**config.mk**
```make
export PLATFORM = sky130hd
export DESIGN_NAME = adder_chk_delay
export DESIGN_NICKNAME = d
export VERILOG_FILES = /design/src/rtl/adder_chk_delay.sv
export SDC_FILE = /design/constraint.sdc
export NUM_CORES = 1
export LEC_CHECK = 0
export ABC_AREA = 0
export BUFFER_PORTS_ARGS = -buffer_cell sky130_fd_sc_hd__buf_4
export CAP_MARGIN = 20
export CORE_AREA = 2 2 39 41
export DETAILED_ROUTE_END_ITERATION = 12
export DIE_AREA = 0 0 41 43
export HOLD_SLACK_MARGIN = 0.1
export PLACE_DENSITY_LB_ADDON = 0.08
export SKIP_LAST_GASP = 1
export SLEW_MARGIN = 40
export SYNTH_ARGS = -nofsm -noshare
export SYNTH_HDL_FRONTEND = slang
export SYNTH_SLANG_ARGS = --single-unit
```
**constraint.sdc**
```tcl
create_clock -name clk -period 0.8 [get_ports clk]
set_input_delay 0.24 -clock clk [delete_from_list [all_inputs] [get_ports clk]]
set_output_delay 0.24 -clock clk [all_outputs]
set_load 0.05 [all_outputs]
```
**src/rtl/adder_chk_delay.sv**
```systemverilog
// Valid+data shift register aligning golden results to the adder pipeline.
module adder_chk_delay #(
  parameter int unsigned Depth = 1,
  parameter int unsigned DataW = 4
) (
  input  logic             clk,
  input  logic             rst,
  input  logic             flush_i,
  input  logic             in_valid_i,
  input  logic [DataW-1:0] in_data_i,
  output logic             out_valid_o,
  output logic [DataW-1:0] out_data_o,
  output logic             empty_o
);

  if (Depth == 0) begin : g_bypass
    logic unused_ctrl;
    assign unused_ctrl = ^{clk, rst, flush_i};
    assign out_valid_o = in_valid_i;
    assign out_data_o  = in_data_i;
    assign empty_o     = 1'b1;
  end else begin : g_shift
    logic [Depth-1:0] valid_q;
    logic [DataW-1:0] data_q [Depth];

    always_ff @(posedge clk or posedge rst) begin
      if (rst) begin
        valid_q <= '0;
        for (int i = 0; i < Depth; i++) data_q[i] <= '0;
      end else begin
        valid_q[0] <= in_valid_i & ~flush_i;
        data_q[0]  <= in_data_i;
        for (int i = 1; i < Depth; i++) begin
          valid_q[i] <= valid_q[i-1] & ~flush_i;
          data_q[i]  <= data_q[i-1];
        end
      end
    end

    assign out_valid_o = valid_q[Depth-1];
    assign out_data_o  = data_q[Depth-1];
    assign empty_o     = ~|valid_q;
  end

endmodule

```
==> results of run 1 <==
==> power breakdown <==
part	switching, W	internal [W]	total (W)	leakage (nW)
registers	0.00000762	0.000269	0.000277	0.0542
clock network	0.000107	0.000189	0.000296	0.0150
logic	0.0000779	0.0000724	0.000150	0.104
==> worst paths after layout <==
check | endpoint | slack (ns)
setup / recovery | empty_o | -0.31
hold / removal | out_valid_o | 0.16
max in group asynchronous | out_data_o[1] | 0.16
min in group asynchronous | out_data_o[3] | 0.46
==> synth_stat cells <==
master / n
inv_1: 2
dfrtp_1: 5
nor2b_4: 1
==> metrics by stage <==
step                TNS (ns)  setup WS (ns)  power, W
floorplan             -0.279         -0.279  0.000345
global placement      -0.122        -0.0845  0.000401
detailed placement    -0.121        -0.0842  0.000401
CTS                    -1.56         -0.321  0.000741
global route           -1.62         -0.334  0.000759
finish                 -1.48         -0.306  0.000723
==> registers in the layout, summed over array words and instances (netlist names) <==
| name | flops |
|---|---|
| out_valid_o | 1 |
| out_data_o | 4 |
==> cell usage in the layout, fill, tap and decap left out, drive strengths merged <==
cell / count
inv: 1
dlygate4sd3: 5
nor2b: 1
buf: 13
clkinvlp: 1
dfrtp: 5
clkbuf: 4
==> layout make-up <==
class,count,area [um^2]
clock buffers,4,26.3
fillers,147,1010
inverters,2,11.3
multi-input cells,1,13.8
flip-flops and latches,5,131
well taps,16,20.0
repair buffers,18,170
==> what timing repair did <==
| action | in CTS | in global routing |
|---|---|---|
| hold endpoints to repair | 9 | 0 |
| hold buffers | 5 | 0 |
| gates resized for setup | 6 | 0 |
| setup endpoints to repair | 6 | 6 |
| setup buffers | 0 | 0 |
==> logic make-up (layout without fill, tap and decap cells) <==
group / Yosys count / in the layout / share of synthesized area, %
simple gates: 1 / 1 / 9.40
buf+inv: 2 / 24 / 5.13
flops: 5 / 5 / 85.5
==> per-layer routing <==
layer  global-route usage [%]  wire, um
met1                     6.25       161
met5                        0         0
met4                     10.0         0
met3                     3.66        78
met2                     4.69       123
==> worst max-delay path: cells and delay by family, from the launching register on <==
kind	cells	cell delay, ns
flip-flops	1	0.42
buffers and inverters	2	0.21
==> impl_metrics.py, run 1 <==
metrics = {
    "grt": {
        "antenna_found_initial": 0,
        "grt_start_max_net_pins": 6,
        "grt_usage_pct": 5.66,
        "overflow": 0,
        "grt_pass1_wl_um": 545,
        "grt_pass1_vias": 135,
    },
    "cells_and_area": {
        "final_cells": 46,
        "area_delta_synth_final_pct": 155,
        "layout-drive-gt1-share_pct": 76.7,
        "insertedDiodeCount": 0,
        "stdcell_area_um2": 373,
        "final_core_util_pct": 26.9,
        "fin_nets": 39,
    },
    "critical_path": {
        "criticalPathCategory": "register to output pin",
        "path_cells": "clkinvlp_4, buf_8",
        "cp-startpoint": "out_valid_o",
        "crit_slowest_cell": "dfrtp_2",
        "crit_path_max_fanout": 2,
        "crit_path_end_kind": "output pin",
        "worstPathArrival_ns": 0.87,
        "cpPeakStageDelay_ns": 0.42,
        "worstSetupStartpointType": "register",
        "required_ns": 0.56,
    },
    "logic_synthesis": {
        "ys_ff_latch": 5,
        "syn_area_um2": 146,
        "synth_top_area_share_pct": 85.5,
        "synth_area_leaders": "dfrtp_1, nor2b_4, inv_1",
        "synth_warnings": 0,
        "yosysSeqAreaShare_pct": 85.5,
        "ys_types": 3,
        "syn_inst": 8,
        "yosysTopAreaCell": "dfrtp_1",
        "syn_area_per_cell_um2": 18.3,
        "synth.net_count": 16,
    },
    "power": {
        "power.leakage_nw": 0.173,
        "worst_ir_drop_vdd_mv": 0.495,
        "powerDensity_nw_per_um2": 1940,
    },
    "status": {
        "violations": "negative setup slack",
        "status": "complete, but fails checks",
    },
    "floorplanning": {
        "dieArea_um2": 1760,
        "die_w_um": 41,
        "initial_core_util_pct": 10.6,
        "dieHeight_um": 43,
        "design.portCount": 14,
        "core.rowCount": 14,
        "core_um2": 1380,
    },
    "timing": {
        "hold_violations": 0,
        "worstMarginPinSlew_ns": 0.191,
        "setup_viol": 6,
        "maxSlewViolCount": 0,
        "period_minus_slack_ns": 1.11,
        "period_share_pct": 138,
        "max_freq_mhz": 904,
        "hold_slack_ns": 0.157,
        "grt_setup_unrepaired": "yes",
        "setup_ws_ns": -0.306,
        "maxSlewHeadroom_pct": 87.2,
    },
    "route": {
        "wl_per_cell_um": 7.87,
        "drt-total-wl_um": 362,
        "vias": 135,
        "ant_nets": 0,
        "drc": 0,
        "firstDrtPassIters": 2,
        "viasPerCell": 2.93,
        "first_iter_violations": 3,
    },
    "clock_network": {
        "cts_root_buffer": "clkbuf_4",
        "ctsLongestPathBuffers": 2,
        "cts_htree_levels": 1,
        "cts_buffers": 3,
        "path_clk_slew_ns": 0.04,
        "cts_tree": "done",
        "cts_sinks": 5,
    },
    "flow_run": {
        "drv_cap": 0,
    },
    "place": {
        "dp.cells": 37,
        "post_dp_cell_area_um2": 274,
        "placement.io_buffers": 13,
        "routabilityCongestion": 0.536,
    },
    "hold_path": {
        "hold_class": "input pin to register",
        "hp-start": "flush_i",
        "holdPathStages": 2,
    },
}
(Power assumes the default switching activity.)
==> inputs of run 2 (changes only) <==
- BUFFER_PORTS_ARGS: -buffer_cell sky130_fd_sc_hd__buf_4 -> default
- DONT_BUFFER_PORTS: default -> 1
==> impl_metrics.py, run 2 (same netlist as run 1, synthesis figures left out) <==
metrics = {
    "grt": {
        "overflow": 0,
        "antenna_found_initial": 0,
        "grt.met1_usage_pct": 4.28,
        "grt_pass1_vias": 135,
        "busiest_layer": "met4",
        "grt_use_met3_pct": 7.33,
        "grtUsageMet2_pct": 5.00,
        "grt_usage_pct": 5.86,
        "grt_pass1_wl_um": 517,
        "grt_start_max_net_pins": 6,
    },
    "critical_path": {
        "crit_path_end_kind": "output pin",
        "worstPathArrival_ns": 0.85,
        "worstSetupStartpointType": "register",
        "crit_path_max_fanout": 2,
        "criticalPathCategory": "register to output pin",
        "crit_slowest_cell": "dfrtp_2",
        "critPathBufInv": 2,
        "required_ns": 0.56,
        "path_cells": "clkinvlp_4, buf_8",
        "cpPeakStageDelay_ns": 0.41,
        "path_delay_family": "flip-flops",
    },
    "cells_and_area": {
        "final_common_cell": "dlygate4sd3_1",
        "fillers": 163,
        "largest_reg_flops": 4,
        "layout-drive-gt1-share_pct": 60.0,
        "fin_nets": 29,
        "final_cell_mix": "dlygate4sd3_1, dfrtp_2, clkbuf_4",
        "insertedDiodeCount": 0,
        "area_delta_synth_final_pct": 94.9,
    },
    "floorplanning": {
        "core_um2": 1380,
        "die_w_um": 41,
        "dieArea_um2": 1760,
        "dieHeight_um": 43,
        "design.portCount": 14,
        "core.rowCount": 14,
        "initial_core_util_pct": 10.6,
    },
    "timing": {
        "worstMarginPinSlew_ns": 0.255,
        "period_minus_slack_ns": 1.09,
        "setup_ws_ns": -0.295,
        "hold_violations": 0,
        "max_freq_mhz": 913,
        "period_share_pct": 137,
        "maxSlewHeadroom_pct": 83.0,
        "grt_setup_unrepaired": "yes",
        "setup_viol": 6,
        "maxSlewViolCount": 0,
    },
    "power": {
        "worst_ir_drop_vdd_mv": 0.311,
        "powerDensity_nw_per_um2": 2310,
        "p_total_w": 0.000659,
        "power.leakage_nw": 0.120,
    },
    "route": {
        "drt-total-wl_um": 350,
        "wl_per_cell_um": 9.72,
        "firstDrtPassIters": 1,
        "first_iter_violations": 0,
        "vias": 104,
        "drc": 0,
        "ant_nets": 0,
        "viasPerCell": 2.89,
    },
    "place": {
        "placement.io_buffers": 0,
        "routabilityCongestion": 0.572,
        "dpl.hpwl_um": 318,
        "post-place-ws_ns": -0.0808,
    },
    "clock_network": {
        "cts_buffers": 3,
        "cts_sinks": 5,
        "path_clk_slew_ns": 0.04,
        "cts_tree": "done",
        "cts_htree_levels": 1,
        "cts_root_buffer": "clkbuf_4",
        "ctsLongestPathBuffers": 2,
    },
    "status": {
        "status": "complete, but fails checks",
        "violations": "negative setup slack",
    },
    "flow_run": {
        "drv_cap": 0,
    },
    "hold_path": {
        "hold_class": "input pin to register",
    },
}
[run 2: what timing repair did]
item	in CTS	in global routing
cloned	0	0
endpoints found under the setup margin	6	6
resized for setup	2	0
buffers inserted	0	0
hold buffers	6	0
endpoints found under the hold margin	10	0
[run 2: metrics by stage]
| step | setup TNS, ns | util, % | hold slack, ns | std cells | area, um^2 |
|---|---|---|---|---|---|
| final | -1.30 | 20.6 | 0.142 | 36 | 285 |
| after global routing | -1.52 | 20.6 | 0.123 | 36 | 285 |
| after CTS | -1.37 | 20.6 | 0.133 | 36 | 285 |
| after detailed placement | -0.116 | 13.8 | 0.0295 | 26 | 191 |
| after global placement | -0.119 | 13.8 | 0.0218 | 26 | 191 |
| after floorplan | -0.279 | - | 0.0186 | 8 | 156 |
[run 2: report_power, final]
part / total [W] / internal [W] / switching (W)
registers: 0.000315 / 0.000269 / 0.0000453
clock network: 0.000277 / 0.000188 / 0.0000891
logic: 0.0000674 / 0.0000350 / 0.0000324
total: 0.000659 / 0.000492 / 0.000167
[run 2: worst paths after layout]
check / from / endpoint / cells after the start
max in group asynchronous: rst / out_data_o[0] / 2
min in group asynchronous: rst / out_data_o[1] / 2
hold / removal: in_valid_i / out_valid_o / 1
setup / recovery: out_valid_o / empty_o / 2
[run 2: final cells by class]
type                    count  area, um^2  area share [%]
flip-flops and latches      5         131            46.1
repair buffers              8        82.6            28.9
clock buffers               4        26.3            9.21
well taps                  16        20.0            7.02
multi-input cells           1        13.8            4.82
inverters                   2        11.3            3.95
[run 2: metal layers]
layer  wire length [um]  vias up
met5                  0        -
met4                  0        0
met3                 83        0
met1                136       45
li1                   -       45
met2                129       14
==> inputs of run 3 (changes only) <==
- SETUP_SLACK_MARGIN: default -> 0.3
==> impl_metrics.py, run 3 (same netlist as run 1, synthesis figures left out) <==
metrics = {
    "floorplanning": {
        "initial_core_util_pct": 10.6,
        "die_w_um": 41,
        "core.rowCount": 14,
        "dieArea_um2": 1760,
        "core_um2": 1380,
        "dieHeight_um": 43,
        "design.portCount": 14,
    },
    "power": {
        "combPwrFrac_pct": 6.7,
        "p_sw_w": 0.000161,
        "intPower_w": 0.000473,
        "switching_share_pct": 25.4,
        "power.leakage_nw": 0.0945,
        "power.share.clock_pct": 43.7,
        "powerDensity_nw_per_um2": 2810,
        "seqPwrFrac_pct": 49.6,
        "worst_ir_drop_vdd_mv": 0.302,
    },
    "clock_network": {
        "cts_tree": "done",
        "cts_htree_levels": 1,
        "post-cts-setup-buffer-count": 0,
        "ctsLongestPathBuffers": 2,
        "cts_buffers": 3,
        "path_clk_slew_ns": 0.04,
        "cts_sinks": 5,
        "cts_root_buffer": "clkbuf_4",
    },
    "cells_and_area": {
        "largest_reg_flops": 4,
        "layout-drive-gt1-share_pct": 85.7,
        "final_cell_mix": "dfrtp_2, clkbuf_4",
        "insertedDiodeCount": 0,
        "area_delta_synth_final_pct": 53.8,
        "final_common_cell": "dfrtp_2",
        "fillers": 167,
        "final_cells": 30,
        "stdcell_area_um2": 225,
        "fin_nets": 23,
    },
    "status": {
        "status": "complete, but fails checks",
        "violations": "negative hold slack, negative setup slack",
    },
    "timing": {
        "fin_tns_setup_ns": -1.30,
        "setup_ws_ns": -0.293,
        "grt_setup_unrepaired": "yes",
        "max_freq_mhz": 915,
        "period_share_pct": 137,
        "period_minus_slack_ns": 1.09,
        "hold_slack_ns": -0.219,
        "worstMarginPinSlew_ns": 0.255,
        "setup_viol": 6,
        "maxSlewHeadroom_pct": 83.0,
        "maxSlewViolCount": 0,
        "hold_violations": 5,
    },
    "route": {
        "vias": 84,
        "viasPerCell": 2.80,
        "firstDrtPassIters": 1,
        "ant_nets": 0,
        "first_iter_violations": 0,
        "drt-total-wl_um": 361,
        "drc": 0,
        "wl_per_cell_um": 12.0,
    },
    "place": {
        "post_dp_cell_area_um2": 191,
        "dpl.hpwl_um": 318,
        "placement.io_buffers": 0,
        "routabilityCongestion": 0.572,
        "dp.cells": 26,
    },
    "critical_path": {
        "criticalPathCategory": "register to output pin",
        "worstPathArrival_ns": 0.85,
        "cp-startpoint": "out_valid_o",
        "crit_path_max_fanout": 2,
        "required_ns": 0.56,
        "worstSetupStartpointType": "register",
        "crit_path_end_kind": "output pin",
    },
    "grt": {
        "overflow": 0,
        "antenna_found_initial": 0,
        "grt_start_max_net_pins": 6,
        "grt_pass1_wl_um": 531,
        "grt_pass1_vias": 113,
        "grt_usage_pct": 6.27,
    },
    "flow_run": {
        "drv_cap": 0,
    },
    "hold_path": {
        "hold_class": "input pin to asynchronous set/reset pin",
    },
}
## run 3: changes by cell type in the layout (fill, tap and decap cells not counted), sizes merged
cell / previous run / this run
dlygate4sd3: 6 / 0
## run 3: cell type report
type	instances	area, um^2	share of cell area [%]
Inverter	2	11.3	5.00
Multi-Input combinational cell	1	13.8	6.11
Clock buffer	4	26.3	11.7
Sequential cell	5	131	58.3
Tap cell	16	20.0	8.89
Timing Repair Buffer	2	22.5	10.0
## run 3: worst max-delay path: stages (launching register included)
cell and delay, ns:
dfrtp_2 0.41, clkinvlp_4 0.08, buf_8 0.13
## run 3: stage by stage
step / worst slack (ns) / total power (W) / utilization [%]
2_1_floorplan: -0.279 / 0.000345 / -
3_3_place_gp: -0.0835 / 0.000356 / 13.8
4_1_cts: -0.307 / 0.000649 / 16.3
5_1_grt: -0.346 / 0.000692 / 16.3
6_report: -0.293 / 0.000634 / 16.3
3_5_place_dp: -0.0808 / 0.000357 / 13.8
## run 3: what timing repair did
item                       CTS  global route
gates resized for setup      2             0
gates cloned                 0             0
hold endpoints to repair    10            10
setup endpoints to repair    6             6
## run 3: path summary, 6_finish.rpt
path                            endpoint  cells past startpoint
setup / recovery                 empty_o                      2
max in group asynchronous  out_data_o[0]                      1
hold / removal             out_data_o[1]                      1
min in group clk           out_data_o[1]                      0
## run 3: routing by layer
metal  GRT usage [%]  vias to the layer above  wire length (um)
li1                -                       33                 -
met1            1.97                       37                89
met2            5.00                       14               125
met3            13.1                        0               146
met4            10.0                        0                 0
met5               0                        -                 0
## run 3: power by group through the flow
stage | logic (W) | registers, W | clock network (W)
finish | 0.0000425 | 0.000315 | 0.000277
detailed placement | 0.0000382 | 0.000318 | 0
floorplan | 0.0000197 | 0.000325 | 0
CTS | 0.0000429 | 0.000315 | 0.000292
global placement | 0.0000383 | 0.000318 | 0
global route | 0.0000462 | 0.000315 | 0.000331
